$ cat config.mk
export PLATFORM = sky130hd
export DESIGN_NAME = fp_unpack_pipe
export DESIGN_NICKNAME = d
export VERILOG_FILES = /design/src/rtl/fp_unpack_pipe.sv
export SDC_FILE = /design/constraint.sdc
export NUM_CORES = 1
export LEC_CHECK = 0
export CAP_MARGIN = 20
export CELL_PAD_IN_SITES_DETAIL_PLACEMENT = 0
export CELL_PAD_IN_SITES_GLOBAL_PLACEMENT = 1
export CORE_UTILIZATION = 36
export CTS_CLUSTER_DIAMETER = 80
export DETAILED_ROUTE_END_ITERATION = 8
export PLACE_DENSITY = 0.84
export SLEW_MARGIN = 40
export SYNTH_ARGS = -nofsm -noshare
export SYNTH_HDL_FRONTEND = slang
export SYNTH_SLANG_ARGS = --single-unit
$ cat constraint.sdc
create_clock -name clk -period 1.5 [get_ports clk]
set_input_delay 0.15 -clock clk [delete_from_list [all_inputs] [get_ports clk]]
set_output_delay 0.15 -clock clk [all_outputs]
set_load 0.01 [all_outputs]
$ cat src/rtl/fp_unpack_pipe.sv
// fp_unpack_pipe: IEEE-754-style operand unpacker with a valid/ready
// handshake, an output register and a one-entry skid register.
//
// Parameters: EXP_W exponent width (>=2), MAN_W stored fraction width (>=1).
// Ports:
//   clk, rst_n          clock, async active-low reset
//   float_in, in_valid  packed operand and its valid
//   in_ready            accept strobe (registered state only)
//   out_valid/out_ready output handshake
//   sign, exponent      sign and effective biased exponent
//   mantissa            {hidden bit, fraction}
//   is_zero/is_denorm/is_inf/is_nan  class flags (one-hot or none)
// Build option: FP_UNPACK_FLUSH_DENORM_EN reports subnormals as signed zero.

module fp_unpack_pipe #(
   parameter int EXP_W = 8,
   parameter int MAN_W = 23
) (
   input  logic               clk,
   input  logic               rst_n,
   input  logic [EXP_W+MAN_W:0] float_in,
   input  logic               in_valid,
   output logic               in_ready,
   output logic               out_valid,
   input  logic               out_ready,
   output logic               sign,
   output logic [EXP_W-1:0]   exponent,
   output logic [MAN_W:0]     mantissa,
   output logic               is_zero,
   output logic               is_denorm,
   output logic               is_inf,
   output logic               is_nan
);

   typedef struct packed {
      logic             sign;
      logic [EXP_W-1:0] expo;
      logic [MAN_W:0]   man;
      logic             zero;
      logic             denorm;
      logic             inf;
      logic             nan;
   } rec_t;

   rec_t             dec;
   rec_t             outReg;
   rec_t             skidReg;
   logic [1:0]       count;
   logic [EXP_W-1:0] expField;
   logic [MAN_W-1:0] fracField;
   logic             expZero;
   logic             expOnes;
   logic             fracZero;
   logic             accept;
   logic             take;

   assign expField  = float_in[EXP_W+MAN_W-1:MAN_W];
   assign fracField = float_in[MAN_W-1:0];
   assign expZero   = (expField == '0);
   assign expOnes   = &expField;
   assign fracZero  = (fracField == '0);

   always_comb begin
      dec      = '0;
      dec.sign = float_in[EXP_W+MAN_W];
      unique case (1'b1)
         (expZero && fracZero): begin
            dec.zero = 1'b1;
         end
         (expZero && !fracZero): begin
`ifdef FP_UNPACK_FLUSH_DENORM_EN
            dec.zero = 1'b1;
`else
            // Subnormals share the scale of exponent 1.
            dec.expo   = EXP_W'(1);
            dec.man    = {1'b0, fracField};
            dec.denorm = 1'b1;
`endif
         end
         default: begin
            dec.expo = expField;
            dec.man  = {1'b1, fracField};
            dec.inf  = expOnes && fracZero;
            dec.nan  = expOnes && !fracZero;
         end
      endcase
   end

   // in_ready depends only on count, so out_ready never reaches it.
   assign in_ready  = (count != 2'd2);
   assign out_valid = (count != 2'd0);
   assign accept    = in_valid && in_ready;
   assign take      = out_valid && out_ready;

   always_ff @(posedge clk or negedge rst_n) begin
      if (!rst_n) begin
         count   <= 2'd0;
         outReg  <= '0;
         skidReg <= '0;
      end else begin
         case (count)
            2'd0: begin
               if (accept) begin
                  outReg <= dec;
                  count  <= 2'd1;
               end
            end
            2'd1: begin
               if (accept && take) begin
                  outReg <= dec;
               end else if (accept) begin
                  skidReg <= dec;
                  count   <= 2'd2;
               end else if (take) begin
                  count <= 2'd0;
               end
            end
            2'd2: begin
               if (take) begin
                  outReg <= skidReg;
                  count  <= 2'd1;
               end
            end
            default: count <= 2'd0;
         endcase
      end
   end

   assign sign      = outReg.sign;
   assign exponent  = outReg.expo;
   assign mantissa  = outReg.man;
   assign is_zero   = outReg.zero;
   assign is_denorm = outReg.denorm;
   assign is_inf    = outReg.inf;
   assign is_nan    = outReg.nan;

endmodule

==> metrics.yaml, run 1 <==
slew_violations: 0
worst-r2r-cell-count: 7
vias_per_cell: 4.94
grt-busiest-layer: "met2"
min_period_ps: 1530
fin_crit_sh_pct: 102
synthFlopType: "dfrtp_1"
gp_congestion: 0.854
worstPathArrival_ps: 1800
finalNonFillerCells: 574
yosysUniqueCellTypes: 41
cts_root_buf: "clkbuf_8"
ys_seq_elements: 76
dp_worst_setup_slack_ps: -577
placementRows: 35
grt_setup_unrepaired: "yes"
design.die.area_um2: 10100
fmaxAchievable_mhz: 656
async_flop_share_pct: 100
powerDensity_nw_per_um2: 1370
grt_util_met2_pct: 30.9
grt_use_total_pct: 18.4
worst_pin_slew_ps: 405
synth_edf_count: 0
syn_nets: 352
setup_violations: 35
r2r_slack_ps: -30
leakagePower_nw: 2.20
pin_count: 75
dr.pass1.iters: 4
fin_skew_ps: 10.3
final_common_cell: "dfrtp_1"
cts_num_sinks: 76
dpl.cell_count: 539
area_growth_pct: 53.4
die_height_um: 100
yosys_warnings: 0
critical_path_class: "register to register"
grt_pass1_vias: 2887
core_um2: 9330
drive_gt1_share_pct: 39.6
syn_avg_cell_area_um2: 11.0
grt_max_degree: 37
dp_hpwl_um: 5700
clkTransAtPathRegs_ps: 90
max_slew_margin_pct: 73.0
place_area_um2: 4630
layout.cells.most_common_list: "75 x dfrtp_1, 68 x nand2_1, 62 x clkdlybuf4s50_1"
antenna_found_initial: 0
drtAntennaViolNets: 0
timing.final.hold_violations: 0
r2r-end: "mantissa[15]"
die_w_um: 100
num_vias: 2838
first_iter_violations: 110
vdd_drop_max_uv: 512
cts_buffers: 9
tritoncts: "done"
cts_buffer_depth: 2
grt_use_met3_pct: 3.83
fillCellCount: 777
nNetsFinal: 476
worstPathRequired_ps: 1780
cts-htree-levels: 3
overflow: 0
hold_path_class: "input port to register"
outcome: "finished with violations"
synth_top_cells_by_area: "dfrtp_1 55%, mux2_2 9.4%, nand2_1 7.3%"
gr-usage-met1_pct: 23.2
portBuffers: 74
final.setup.worst_slack_ps: -25.0
final_util_pct: 57.4
antenna_cells: 0
clk_latency_ps: 350
violations: "setup timing"
finalWirelength_um: 9220
grt_pass1_wl_um: 14200
crit_path_start: "count[0]"
post-route-drc-count: 0
synth_top_area_share_pct: 54.5
r2r_start: "count[0]"
synth-seq-area-share_pct: 54.5
synthCells: 316
end_kind: "register"
synth_top_area_cell: "dfrtp_1"
drv_cap: 0
syn_area_um2: 3490
wire_per_inst_um: 16.1
final_area_um2: 5350
crit_path_start_kind: "register"
critPathCapture: "mantissa[15]"
initial_utilization_pct: 37.4
worstPathMaxFanout: 5
flip-flops by register name (all words and copies together) (netlist names):
signal,flops
is_inf,1
exponent,8
is_zero,1
sign,1
is_denorm,1
skidReg,37
mantissa,24
is_nan,1
count,2
power by group:
group | internal (mW) | switching, mW
clock | 0.997 | 0.816
sequential | 2.66 | 0.404
combinational | 1.46 | 1.00
total | 5.12 | 2.22
cells in the mapped netlist, types with 2 or more instances:
cell type,number
a211oi_1,2
dfrtp_1,76
or2_2,2
nand4_1,3
nor2_1,36
buf_6,5
mux2_1,2
nand2_1,68
o22ai_1,5
inv_1,4
buf_2,9
mux2_2,29
mux2i_1,2
clkbuf_1,3
or4_4,2
a31oi_1,11
a31oi_2,20
nand3_1,5
buf_4,2
a21oi_1,3
nor4_1,5
o211ai_1,3
critical path, stage by stage (launching register included):
cell	delay, ps
dfrtp_1	430
buf_6	130
nand3b_1	160
a21bo_4	250
buf_8	150
clkbuf_16	160
nor2_2	40
a31oi_2	130
through the flow:
step                      setup TNS (ps)  hold slack (ps)  power, mW
final                               -343              175       7.34
after global routing               -3990              184       7.73
after CTS                          -5.61              258       7.06
after detailed placement          -17840              107       5.11
after global placement            -14450              102       5.03
after floorplan                        0             -146       4.08
layout make-up:
type	count	area, um^2	area share (%)
flip-flops and latches	76	1900	35.6
clock buffers	10	138	2.57
multi-input cells	216	1630	30.5
clock inverters	6	95.1	1.78
repair buffers	132	1400	26.2
inverters	5	21.3	0.398
well taps	129	161	3.02
worst min-delay path by stage:
stage | cells after the start | slack (ps) | from | endpoint
after CTS | 2 | 260 | rst_n | skidReg[18]
final | 3 | 170 | float_in[19] | mantissa[19]
after global placement | 1 | 100 | rst_n | skidReg[14]
after detailed placement | 1 | 110 | rst_n | skidReg[14]
after floorplan | 0 | -150 | rst_n | count[0]
after global routing | 3 | 180 | float_in[19] | mantissa[19]
layer usage:
layer	vias to the layer above	wire length (um)
li1	1355	-
met1	1401	4090
met2	70	4630
met3	12	323
met4	0	175
met5	-	0
repair_timing:
item,in CTS,in global routing
hold buffers,1,0
pin swaps,2,2
gates cloned,1,6
resized for setup,17,57
endpoints found under the hold margin,26,0
setup buffers,7,4
setup endpoints to repair,25,77
logic make-up (layout without fill, tap and decap cells):
| family | Yosys count | in the layout | synth area share [%] |
|---|---|---|---|
| DFF | 76 | 76 | 54.5 |
| muxes | 33 | 33 | 10.6 |
| AOI/OAI and AO/OA | 52 | 52 | 13.7 |
| buffers and inverters | 24 | 153 | 4.27 |
| and+or+nand+nor | 131 | 131 | 16.9 |
No activity file was read; power rests on OpenSTA's default activity.
==> run 2: changes to the inputs <==
CORE_UTILIZATION = 35   (was 36)
DONT_BUFFER_PORTS = 1   (was default)
PLACE_DENSITY = 0.7   (was 0.84)
==> run 2 against run 1 <==
The run ends with hold timing left; die area is 2.8% higher; sequential cell count stayed put; routed wire length is 14% lower; largest power group unchanged.
==> metrics.yaml, run 2 (same netlist as run 1, synthesis figures left out) <==
cts-htree-levels: 3
grt_pass1_wl_um: 13000
dr.pass1.iters: 4
wire_per_inst_um: 16.0
leakagePower_nw: 1.70
cts_buffers: 9
clock_power_share_pct: 23.2
switchingPower_mw: 1.78
clkTransAtPathRegs_ps: 80
end_kind: "register"
placementRows: 36
timing.final.hold_violations: 76
drtAntennaViolNets: 0
wl_met3_um: 394
top_layer_used: "met4"
violations: "hold timing"
critical_path_class: "register to register"
path_common_cell: "nor2b_4"
wl_met2_um: 4020
seqPwrFrac_pct: 54.9
dp_hpwl_um: 5140
vias_per_cell: 4.96
worst-r2r-cell-count: 4
slew_violations: 0
cts_num_sinks: 76
layout.cells.most_common_list: "75 x dfrtp_1, 68 x nand2_1, 36 x nor2_1"
worstPathArrival_ps: 1720
largest-register: "skidReg"
crit_chain: "nor2b_4 > nor2b_4 > buf_12 > mux2_2"
drv_cap: 0
total_power_mw: 5.78
r2r_start: "count[1]"
hold_path_class: "input port to asynchronous set/reset pin"
gp_congestion: 0.756
internal-power_mw: 4.00
grt_use_total_pct: 16.6
worstPathMaxFanout: 30
antenna_found_initial: 0
fin_skew_ps: 8.04
slowest_stage: "dfrtp_2"
crit_path_start_kind: "register"
hold_ws_ps: -513
antenna_cells: 0
portBuffers: 0
cts_buffer_depth: 2
grt_pass1_vias: 2591
r2r-end: "skidReg[10]"
overflow: 0
post-route-drc-count: 0
design.die.area_um2: 10400
fmaxAchievable_mhz: 674
num_vias: 2461
ctsHoldBuffers: 33
tritoncts: "done"
worst_pin_slew_ps: 490
fin_crit_sh_pct: 98.9
min_period_ps: 1480
vdd_drop_max_uv: 370
area_growth_pct: 21.4
outcome: "finished with violations"
powerDensity_nw_per_um2: 1370
grt_setup_unrepaired: "yes"
p_sw_share_pct: 30.9
pwr-share-comb_pct: 21.9
core_um2: 9730
finalWirelength_um: 7950
die_w_um: 102
die_height_um: 102
wl_met1_um: 3390
drive_gt1_share_pct: 27.3
grt_max_degree: 77
largest_reg_flops: 37
r2r_slack_ps: 20
nNetsFinal: 396
clk_latency_ps: 350
initial_utilization_pct: 35.8
cts_root_buf: "clkbuf_8"
pin_count: 75
max_slew_margin_pct: 67.0
worstPathRequired_ps: 1730
slowest_delay_ps: 450
setup_violations: 0
final_common_cell: "dfrtp_1"
first_iter_violations: 73
==> run 2: cell types whose count changed in the layout (fill, tap and decap cells not counted), sizes merged <==
cell / before / now
dlygate4sd2: 1 / 0
buf: 55 / 19
inv: 6 / 5
dlymetal6s2s: 8 / 0
bufinv: 2 / 0
clkdlybuf4s50: 62 / 0
clkbuf: 15 / 11
dlygate4sd3: 1 / 33
==> run 2: worst max-delay path by stage <==
| stage | from | endpoint | depth (start not counted) |
|---|---|---|---|
| 2_1_floorplan | count[1] | skidReg[19] | 5 |
| 3_3_place_gp | float_in[1] | is_inf | 5 |
| 3_5_place_dp | float_in[1] | is_inf | 5 |
| 4_1_cts | count[0] | in_ready | 4 |
| 5_1_grt | count[1] | skidReg[22] | 4 |
| 6_report | count[1] | skidReg[10] | 4 |
==> run 2: metrics by stage <==
| step | worst slack (ps) | utilization (%) | instances | area [um^2] | TNS [ps] |
|---|---|---|---|---|---|
| 6_report | 17.0 | 43.5 | 496 | 4230 | 0 |
| 5_1_grt | -46.7 | 43.5 | 496 | 4230 | -736 |
| 4_1_cts | 3.44 | 43.4 | 497 | 4220 | 0 |
| 3_5_place_dp | -115 | 38.0 | 445 | 3690 | -341 |
| 3_3_place_gp | -130 | 38.0 | 445 | 3690 | -421 |
| 2_1_floorplan | 31.6 | - | 316 | 3490 | 0 |
==> run 2: layout make-up <==
class                           count  area, um^2
Clock inverter                      3        15.0
Inverter                            5        26.3
Fill cell                         949        5500
Timing Repair Buffer               52         526
Clock buffer                       11         141
Multi-Input combinational cell    216        1460
Tap cell                          133         166
Sequential cell                    76        1900
==> run 2: what timing repair did <==
action	CTS	global route
hold endpoints to repair	140	76
endpoints found under the setup margin	2	52
setup buffers	5	0
resized for setup	3	7
==> run 2: critical path, delay by kind of cell (launching register included) <==
family,cells,cell delay [ps]
buffers and inverters,1,210
flip-flops,1,450
AND/OR/NAND/NOR,2,330
multiplexers,1,350
==> run 2: power by group through the flow <==
stage | registers, mW | logic [mW] | clock network [mW]
global route | 3.26 | 1.41 | 1.47
detailed placement | 3.22 | 1.15 | 0
finish | 3.17 | 1.27 | 1.34
global placement | 3.19 | 1.12 | 0
floorplan | 3.10 | 0.981 | 0
CTS | 3.18 | 1.27 | 1.39
==> run 2: routing by layer <==
metal / vias up / track usage, %
met5: - / 0
met4: 0 / 8.57
met3: 10 / 4.31
met2: 43 / 27.8
met1: 1219 / 19.9
li1: 1189 / -
==> run 3: changes to the inputs <==
PLACE_DENSITY = 0.67   (was 0.7)
SKIP_LAST_GASP = 1   (was default)
clock period = 1.55 ns   (was 1.5 ns; I/O delays follow)
==> run 3 against run 2 <==
The run still ends with hold timing left; critical path depth is 2 higher; non-clock buffer count grew 5; combinational power about the same; first-iteration DRC count decreased by 30%; setup slack got worse by 1.6 ps; critical path type unchanged; critical endpoint is now skidReg[6].
==> metrics.yaml, run 3 (same netlist as run 1, synthesis figures left out) <==
regArea_um2: 1900
finalWirelength_um: 8410
grt_max_degree: 77
ctsHoldBuffers: 33
hold_path_class: "input port to asynchronous set/reset pin"
grt_pass1_vias: 2479
first_iter_violations: 51
tritoncts: "done"
final_area_um2: 4420
powerDensity_nw_per_um2: 1340
antenna_found_initial: 0
nNetsFinal: 401
num_vias: 2497
grt_pass1_wl_um: 12700
dr.pass1.iters: 4
gp_congestion: 0.727
portBuffers: 0
overflow: 0
post-route-drc-count: 0
crit_path_start_kind: "register"
drtAntennaViolNets: 0
dp_hpwl_um: 4870
cts_buffers: 9
leakagePower_nw: 1.78
die_height_um: 102
clock_power_share_pct: 26.8
multiInputGateArea_um2: 1460
min_period_ps: 1530
area_growth_pct: 26.8
design.die.area_um2: 10400
grt_use_total_pct: 16.3
r2r_start: "count[0]"
p_sw_share_pct: 29.6
antenna_cells: 0
switchingPower_mw: 1.76
slew_violations: 0
wire_per_inst_um: 16.7
die_w_um: 102
cts_buffer_depth: 2
fmaxAchievable_mhz: 652
setup_violations: 0
cts-htree-levels: 3
place_area_um2: 3660
worst_pin_slew_ps: 453
cts_root_buf: "clkbuf_8"
r2r-end: "skidReg[6]"
fin_crit_sh_pct: 99.0
largest_reg_flops: 37
fin_skew_ps: 8.82
violations: "hold timing"
r2r_slack_ps: 20
vias_per_cell: 4.97
cts_num_sinks: 76
worstPathRequired_ps: 1780
pwr-share-comb_pct: 21.6
internal-power_mw: 4.18
max_slew_margin_pct: 69.5
drive_gt1_share_pct: 28.7
drv_cap: 0
critical_path_class: "register to register"
clkTransAtPathRegs_ps: 80
finalNonFillerCells: 502
final_common_cell: "dfrtp_1"
layout.cells.most_common_list: "75 x dfrtp_1, 68 x nand2_1, 36 x nor2_1"
worstPathMaxFanout: 10
worstPathArrival_ps: 1770
initial_utilization_pct: 35.8
vdd_drop_max_uv: 493
clk_latency_ps: 350
fillCellCount: 941
timing.final.hold_violations: 76
seqPwrFrac_pct: 51.6
largest-register: "skidReg"
pin_count: 75
outcome: "finished with violations"
dpl.cell_count: 441
end_kind: "register"
hold_ws_ps: -503
placementRows: 36
grt_setup_unrepaired: "yes"
core_um2: 9730
worst-r2r-cell-count: 6
## run 3: changes by cell type in the layout (fill, tap and decap cells not counted), moves of 2 or more
cell	change
buf_12	+2
clkbuf_16	+3
clkbuf_8	+2
clkinv_2	-3
clkinvlp_4	+2
## run 3: layer usage
| metal | vias up | wire length, um | GRT usage [%] |
|---|---|---|---|
| li1 | 1206 | - | - |
| met1 | 1233 | 3750 | 20.4 |
| met2 | 44 | 4150 | 26.5 |
| met3 | 14 | 357 | 4.31 |
| met4 | 0 | 149 | 7.80 |
| met5 | - | 0 | 0 |
## run 3: final cells by class
class / instances / share of cell area, %
clock buffer: 12 / 3.73
clock inverter: 3 / 1.02
inverter: 5 / 0.537
multi-input combinational: 216 / 33.0
sequential: 76 / 43.0
tap: 133 / 3.76
timing repair buffer: 57 / 15.0
## run 3: worst max-delay path by stage
stage | from | end | slack [ps]
final | count[0] | skidReg[6] | 20
after global routing | count[0] | skidReg[23] | -50
after CTS | count[0] | exponent[2] | -3
after detailed placement | count[0] | exponent[2] | 30
after global placement | float_in[1] | is_inf | 40
after floorplan | count[1] | skidReg[19] | 40
## run 3: power by group through the flow
stage	registers (mW)	logic, mW	clock network [mW]
3_5_place_dp	3.11	1.09	0
5_1_grt	3.15	1.40	1.73
3_3_place_gp	3.09	1.05	0
2_1_floorplan	3.00	0.947	0
6_report	3.06	1.28	1.59
4_1_cts	3.07	1.21	1.64
## run 3: critical path, cell delays in order (launching register included)
cell and delay (ps):
dfrtp_1 410, buf_4 150, nand2b_4 80, nor2b_4 130, buf_12 140, clkbuf_16 170, mux2_2 340
## run 3: per-stage QoR
| step | TNS (ps) | util, % | worst slack, ps | power, mW |
|---|---|---|---|---|
| global route | -825 | 45.5 | -47.0 | 6.28 |
| detailed placement | 0 | 37.6 | 27.1 | 4.20 |
| CTS | -3.24 | 43.8 | -3.24 | 5.92 |
| global placement | 0 | 37.6 | 35.7 | 4.14 |
| finish | 0 | 45.5 | 15.4 | 5.93 |
| floorplan | 0 | - | 44.1 | 3.94 |
## run 3: timing repair
item / 4_1_cts / 5_1_grt
pin swaps: 0 / 0
endpoints found under the setup margin: 1 / 68
endpoints found under the hold margin: 140 / 76
gates resized for setup: 1 / 7
buffers inserted: 4 / 4
cloned: 1 / 4
